--- src/rtl/game_sync_fsm_pkg.sv ---
// Shared types and default timing for the networked multiplayer sync controller.
package NetworkPkg;

    typedef enum logic [2:0] {
        ST_IDLE,
        ST_GAME_READY,
        ST_COUNTDOWN,
        ST_IN_GAME,
        ST_GAME_LOST,
        ST_GAME_WON
    } sync_state_t;

    localparam int DEF_NUM_OPP       = 3;
    localparam int DEF_READY_TIMEOUT = 50_000_000;
    localparam int DEF_COUNTDOWN     = 1_000_000;

    function automatic int max_int(input int a, input int b);
        return (a > b) ? a : b;
    endfunction

endpackage

--- src/rtl/game_sync_fsm_popcount.sv ---
// Combinational population count of a W-bit vector.
module popcount #(
    parameter int W = 8
) (
    input  logic [W-1:0]             bits,
    output logic [$clog2(W+1)-1:0]   count
);
    localparam int CW = $clog2(W + 1);

    always_comb begin
        count = '0;
        for (int i = 0; i < W; i++) begin
            count = count + CW'(bits[i]);
        end
    end

endmodule

--- src/rtl/game_sync_fsm.sv ---
// Multiplayer handshake controller: ready sync with timeout, countdown, in-game
// opponent tracking and final placement.
module game_sync_fsm
    import NetworkPkg::*;
#(
    parameter int NUM_OPP       = DEF_NUM_OPP,
    parameter int READY_TIMEOUT = DEF_READY_TIMEOUT,
    parameter int COUNTDOWN     = DEF_COUNTDOWN
) (
    input  logic                          clk,
    input  logic                          rst_l,
    input  logic                          player_ready,
    input  logic                          player_unready,
    input  logic                          top_out,
    input  logic [NUM_OPP-1:0]            opp_ack,
    input  logic [NUM_OPP-1:0]            opp_lost,
    output logic                          send_ready_ACK,
    output logic                          send_game_lost,
    output logic                          game_active,
    output logic                          game_won,
    output logic [NUM_OPP-1:0]            opp_alive,
    output logic [$clog2(NUM_OPP+2)-1:0]  place,
    output logic                          ready_timeout
);
    localparam int TW = $clog2(max_int(READY_TIMEOUT, COUNTDOWN) + 1);
    localparam int PW = $clog2(NUM_OPP + 2);
    localparam int CW = $clog2(NUM_OPP + 1);

    localparam logic [NUM_OPP-1:0] ALL_OPP    = {NUM_OPP{1'b1}};
    localparam logic [TW-1:0]      READY_LAST = TW'(READY_TIMEOUT - 1);
    localparam logic [TW-1:0]      CD_LOAD    = TW'(COUNTDOWN - 1);
    localparam logic [TW-1:0]      TIMER_MAX  = {TW{1'b1}};

    sync_state_t         state_q, state_d;
    logic [TW-1:0]       timer_q, timer_d;
    logic [NUM_OPP-1:0]  ack_seen_q, ack_seen_d;
    logic [NUM_OPP-1:0]  opp_alive_q, opp_alive_d;
    logic [PW-1:0]       place_q, place_d;
    logic [NUM_OPP-1:0]  survivors;
    logic [NUM_OPP-1:0]  acks_now;
    logic [CW-1:0]       survivor_cnt;
    logic                timeout_pulse;

    // Opponents still standing once this cycle's losses are applied.
    assign survivors = opp_alive_q & ~opp_lost;
    assign acks_now  = ack_seen_q | opp_ack;

    popcount #(
        .W (NUM_OPP)
    ) u_popcount (
        .bits  (survivors),
        .count (survivor_cnt)
    );

    always_ff @(posedge clk or negedge rst_l) begin
        if (!rst_l) begin
            state_q     <= ST_IDLE;
            timer_q     <= '0;
            ack_seen_q  <= '0;
            opp_alive_q <= '0;
            place_q     <= '0;
        end else begin
            state_q     <= state_d;
            timer_q     <= timer_d;
            ack_seen_q  <= ack_seen_d;
            opp_alive_q <= opp_alive_d;
            place_q     <= place_d;
        end
    end

    always_comb begin
        state_d       = state_q;
        timer_d       = timer_q;
        ack_seen_d    = ack_seen_q;
        opp_alive_d   = opp_alive_q;
        place_d       = place_q;
        timeout_pulse = 1'b0;

        case (state_q)
            ST_IDLE: begin
                opp_alive_d = '0;
                if (player_ready) begin
                    state_d    = ST_GAME_READY;
                    ack_seen_d = '0;
                    place_d    = '0;
                    timer_d    = '0;
                end
            end

            ST_GAME_READY: begin
                ack_seen_d = acks_now;
                // A complete ack set beats a timeout landing in the same cycle.
                if (player_unready) begin
                    state_d = ST_IDLE;
                end else if (acks_now == ALL_OPP) begin
                    state_d = ST_COUNTDOWN;
                    timer_d = CD_LOAD;
                end else if (timer_q == READY_LAST) begin
                    state_d       = ST_IDLE;
                    timeout_pulse = 1'b1;
                end else if (timer_q != TIMER_MAX) begin
                    timer_d = timer_q + TW'(1);
                end
            end

            ST_COUNTDOWN: begin
                if (player_unready) begin
                    state_d = ST_IDLE;
                end else if (timer_q == '0) begin
                    state_d     = ST_IN_GAME;
                    opp_alive_d = ALL_OPP;
                end else begin
                    timer_d = timer_q - TW'(1);
                end
            end

            ST_IN_GAME: begin
                opp_alive_d = survivors;
                // Local loss takes precedence; a simultaneous last knockout ties for first.
                if (top_out || player_unready) begin
                    state_d = ST_GAME_LOST;
                    place_d = PW'(survivor_cnt) + PW'(1);
                end else if (survivors == '0) begin
                    state_d = ST_GAME_WON;
                    place_d = PW'(1);
                end
            end

            ST_GAME_LOST: begin
                opp_alive_d = survivors;
                if (survivors == '0) begin
                    state_d = ST_IDLE;
                end
            end

            ST_GAME_WON: begin
                if (player_ready || player_unready) begin
                    state_d = ST_IDLE;
                end
            end

            default: begin
                state_d = ST_IDLE;
            end
        endcase
    end

    assign send_ready_ACK = (state_q == ST_GAME_READY) || (state_q == ST_COUNTDOWN);
    assign send_game_lost = (state_q == ST_GAME_LOST);
    assign game_active    = (state_q == ST_IN_GAME);
    assign game_won       = (state_q == ST_GAME_WON);
    assign opp_alive      = opp_alive_q;
    assign place          = place_q;
    assign ready_timeout  = timeout_pulse;

endmodule

--- config.mk ---
export PLATFORM = sky130hd
export DESIGN_NAME = game_sync_fsm
export DESIGN_NICKNAME = d
export VERILOG_FILES = /design/src/rtl/game_sync_fsm_pkg.sv /design/src/rtl/game_sync_fsm_popcount.sv /design/src/rtl/game_sync_fsm.sv
export SDC_FILE = /design/constraint.sdc
export NUM_CORES = 1
export LEC_CHECK = 0
export CAP_MARGIN = 20
export CORE_MARGIN = 2
export CORE_UTILIZATION = 52
export DETAILED_ROUTE_END_ITERATION = 6
export PLACE_DENSITY = 0.72
export SYNTH_ARGS = -nofsm -noshare
export SYNTH_HDL_FRONTEND = slang
export SYNTH_SLANG_ARGS = --single-unit
export TNS_END_PERCENT = 10
--- constraint.sdc ---
create_clock -name clk -period 2.6 [get_ports clk]
set_input_delay 0.52 -clock clk [delete_from_list [all_inputs] [get_ports clk]]
set_output_delay 0.52 -clock clk [all_outputs]
set_load 0.005 [all_outputs]
# Yosys cells after proc, flatten, opt, wreduce, memory -nomap -nowiden

Index checks and enable logic that the tools add are counted.

$add $sub $neg: 5
Eq/ne operators: 20
Muxes and demuxes: 31
Bitwise logic cells: 3
Reduce and logical (&&, ||, !) cells: 16

Operator list:

| operator                | count |
|---|---|
| $mux W26                | 7 |
| $pmux W26 S3            | 1 |
| $mux W3                 | 15 |
| $add A26 B1 Y26 const B | 1 |
| $eq A26 B26 Y1 const B  | 1 |
| $logic_not A26 Y1       | 1 |
| $ne A26 B26 Y1 const B  | 1 |
| $sub A26 B1 Y26 const B | 1 |
| $pmux W3 S6             | 1 |
| $pmux W3 S2             | 2 |
| $ne A2 B2 Y1 const B    | 5 |
| $eq A3 B3 Y1 const B    | 3 |
| $ne A3 B3 Y1 const B    | 3 |
| $pmux W3 S3             | 1 |
| $reduce_and A7 Y1       | 1 |
| $eq A3 B2 Y1 const B    | 2 |
| $logic_not A3 Y1        | 2 |
| $reduce_and A3 Y1       | 2 |
| $reduce_and A6 Y1       | 1 |
| $reduce_bool A3 Y1      | 2 |
| $mux W1                 | 4 |
| $ne A2 B1 Y1 const B    | 2 |
| $ne A4 B4 Y1 const B    | 1 |
| $reduce_bool A2 Y1      | 2 |
| other kinds (11)        | 13 |

Register bits after elaboration: 38
Output and inout bits: 11

# Longest topological paths before layout

Word-level depth: 7
Gate-level depth with buffers: 11
Mapped depth without buffers: 8

# Cells and area by module

Synthesis repeated with hierarchy kept, for this count alone.

Cell total of the unflattened synthesis: 420
Area, all modules: 3240.6 µm²

Modules (own cells, without submodules):

| module        | times used | cells each | area each (µm²) | seq. area each (µm²) |
|---|---|---|---|---|
| game_sync_fsm | 1          | 419        | 3220.6          | 950.9 |
| popcount      | 1          | 1          | 20.0            | 0.0 |

# Worst setup path before layout

OpenSTA, ideal clock, no wires.

Path kind: flip-flop to output port
Start: register state_q[1]
End: output port ready_timeout
Arrival time: 1731 ps
Setup slack: 349 ps
Cell stages (with the launch flop): 7
Path buffers: 3
Cells stage by stage: dfrtp_1 > clkbuf_8 > nor3b_1 > o21ai_0 > clkbuf_1 > clkbuf_8 > nor3_1

Longest elaborated chain between the ends: 2

Ends and longest elaborated chain:

| what                   | RTL line            | RTL |
|---|---|---|
| start, declared        | game_sync_fsm.sv:34 | `sync_state_t state_q, state_d;` |
| start signal, assigned | game_sync_fsm.sv:63 | `state_q <= state_d;` |
| $eq A3 B1 Y1           | game_sync_fsm.sv:79 | `case (state_q)` |
| $mux W1                | game_sync_fsm.sv:79 |  |
| end, declared          | game_sync_fsm.sv:23 | `output logic ready_timeout` |

No other way between the ends.

# Worst setup path after layout

Start: register state_q[2]
End: output port game_active

Longest elaborated chain between the ends: 1

Ends and longest elaborated chain:

| what          | RTL line             | RTL |
|---|---|---|
| $eq A3 B2 Y1  | game_sync_fsm.sv:150 | `assign game_active = (state_q == ST_IN_GAME);` |
| end, declared | game_sync_fsm.sv:19  | `output logic game_active,` |

No other way between the ends.

==> flow_metrics.env <==
export IMPL_antenna_cells=0
export IMPL_via_per_inst=6.70
export IMPL_setup_viol_count_final=0
export IMPL_switching_share_pct=49.6
export IMPL_grt_max_degree=39
export IMPL_grt_pass1_wl_mm=17.0
export IMPL_multiInputGateArea_mm2=0.00208
export IMPL_p_clk_share_pct=10.5
export IMPL_path_clk_slew_ns=0.08
export IMPL_syn_area_mm2=0.00332
export IMPL_cts_sinks=38
export IMPL_ios=22
export IMPL_drtIter0Drc=422
export IMPL_syn_area_per_cell_um2=7.69
export IMPL_drt_wl_total_mm=10.3
export IMPL_r2r_setup_slack_ns=0.16
export IMPL_worstPathArrival_ns=1.94
export IMPL_track_usage_pct=29.8
export IMPL_drv_slew=0
export IMPL_synth_area_leaders="dfrtp_1, a21oi_1, nand2_1, o21ai_0, nor2_1"
export IMPL_maxCapViolCount=0
export IMPL_synth_edf_count=0
export IMPL_relSlewSlack_pct=39.0
export IMPL_status="finished clean"
export IMPL_crit_fanout=12
export IMPL_netlist_instances=431
export IMPL_cts_buffer_depth=2
export IMPL_area_growth_pct=18.1
export IMPL_synth_top_cell_by_area="dfrtp_1"
export IMPL_critPathLaunchType="register"
export IMPL_cts_tree="built"
export IMPL_htreeDepth=2
export IMPL_synth_cell_types=66
export IMPL_cts_root_buf="clkbuf_8"
export IMPL_final_core_util_pct=62.7
export IMPL_timing_final_hold_violations=0
export IMPL_dp_cells=549
export IMPL_drcViolationCount=0
export IMPL_wire_per_inst_um=18.5
export IMPL_p_per_area_mw_per_mm2=1120
export IMPL_post_dp_hpwl_mm=7.37
export IMPL_antenna_found_initial=0
export IMPL_ir_drop_v=0.000685
export IMPL_fin_cells=558
export IMPL_pwr_share_seq_pct=21.3
export IMPL_numCtsBuffers=5
export IMPL_num_rows=29
export IMPL_die_h_um=83.9
export IMPL_post_route_period_util_pct=94.7
export IMPL_nets=496
export IMPL_drive_gt1_share_pct=18.3
export IMPL_cp_end_kind="primary output"
export IMPL_grt_pass1_vias=3414
export IMPL_critPathRequiredTime_ns=2.08
export IMPL_p_switching_mw=2.17
export IMPL_fill_cells=578
export IMPL_async_reset_ff_share_pct=100
export IMPL_port_buffer_count=21
export IMPL_ys_ff_latch=38
export IMPL_die_w_um=83.9
export IMPL_critical_path_class="register to primary output"
export IMPL_min_period_ns=2.46
export IMPL_syn_nets=447
export IMPL_synth_top_area_share_pct=28.7
export IMPL_final_common_cell="buf_4"
export IMPL_die_area_mm2=0.00703
export IMPL_timing_rr_end="timer_q[25]"
export IMPL_core_area_mm2=0.00624
export IMPL_p_int_mw=2.20
export IMPL_layout_common_cells="buf_4, nand2_1, dfrtp_1"
export IMPL_vias=3741
export IMPL_yosys_most_used_dff="dfrtp_1"
export IMPL_worstRegToRegCells=7
export IMPL_power_leakage_nw=1.60
export IMPL_worst_pin_slew_ns=0.915
export IMPL_ant_nets=0
export IMPL_seq_area_frac_synth_pct=28.7
export IMPL_gp_congestion=0.977
export IMPL_seqCellArea_um2=951
export IMPL_clock_skew_ns=0.00595
export IMPL_fin_setup_tns_ns=0
export IMPL_start_util_pct=53.1
export IMPL_gr_total_overflow=0
export IMPL_clock_latency_ns=0.31
export IMPL_fmax_mhz=406
export IMPL_combPwrFrac_pct=68.2
export IMPL_min_path_type="primary input to asynchronous set/reset pin"
export IMPL_timing_rr_start="timer_q[3]"
export IMPL_yosys_warnings=0
export IMPL_firstDrtPassIters=5
-- power by group through the flow --
stage               sequential (mW)  clock, mW  combinational [mW]
floorplan                     0.947          0                1.92
global placement              0.927          0                2.82
detailed placement            0.940          0                2.88
CTS                           0.928      0.460                2.90
global route                  0.952      0.488                3.25
finish                        0.931      0.458                2.98
-- layer usage --
layer | GRT usage [%] | wire (µm) | share of wire [%]
met5 | 0 | 0 | 0
met4 | 10.3 | 339 | 3.3
met3 | 4.06 | 925 | 9.0
met2 | 47.3 | 4710 | 46
met1 | 42.0 | 4330 | 42
-- how the worst max path moves through the flow --
stage	startpoint	to
5_1_grt	timer_q[1]	ready_timeout
6_report	state_q[2]	game_active
2_1_floorplan	state_q[1]	ready_timeout
4_1_cts	timer_q[8]	ready_timeout
3_3_place_gp	opp_ack[0]	ready_timeout
3_5_place_dp	opp_ack[0]	ready_timeout
-- cells in the mapped netlist, types with 5 or more instances --
library cell,n
dfrtp_1,38
a31oi_1,10
nor4_1,17
clkbuf_1,16
nor3_1,13
ha_1,5
o21ai_0,31
clkbuf_8,5
nand4_1,10
and2_1,6
inv_1,14
o31ai_1,11
nand2b_1,12
a21oi_1,36
or2_2,6
and3_1,6
nand3_1,15
a221oi_1,5
nand2_1,48
o22ai_1,12
nor2_1,36
buf_2,5
or3_1,6
buf_6,5
-- cells by family after synthesis --
kind of cell / count (synthesis) / share of synthesized area (%)
xor+xnor: 3 / 0.793
buf+inv: 50 / 9.66
compound gates: 138 / 26.8
mux: 1 / 0.302
fa+ha+maj: 5 / 1.89
simple gates: 196 / 31.9
flops: 38 / 28.7
-- cell type report --
class	instances	area share, %
multi-input combinational	343	53.0
sequential	38	24.3
timing repair buffer	78	16.5
tap	77	2.46
clock buffer	6	2.11
inverter	14	1.34
clock inverter	2	0.320
-- state kept, by name (all words and copies together), names as in the netlist --
name / flops
timer_q: 26
ack_seen_q: 3
opp_alive: 3
place: 3
state_q: 3
-- per-stage QoR --
| step | total power, mW | hold slack (ns) | setup WS (ns) | instance area, µm² |
|---|---|---|---|---|
| final | 4.37 | 0.339 | 0.138 | 3920 |
| after CTS | 4.29 | 0.377 | 0.127 | 3890 |
| after floorplan | 2.86 | 0.224 | 0.349 | 3320 |
| after global routing | 4.69 | 0.412 | -0.0131 | 3920 |
| after global placement | 3.75 | 0.479 | -0.0219 | 3780 |
| after detailed placement | 3.82 | 0.491 | 0.0167 | 3780 |
-- what timing repair did --
item                       in CTS  in global routing
gates resized for setup         3                  3
setup endpoints to repair       1                  3
buffers inserted                1                  0
hold buffers                    0                  0
pin swaps                       2                  0
-- worst max-delay path: stages, from the launching register on --
cell	delay (ns)
dfrtp_1	0.39
buf_4	0.18
nor2b_1	0.16
buf_4	0.17
nand2_1	0.11
inv_1	0.11
clkdlybuf4s50_1	0.50
Note: power is estimated with default switching activity, not from simulation.
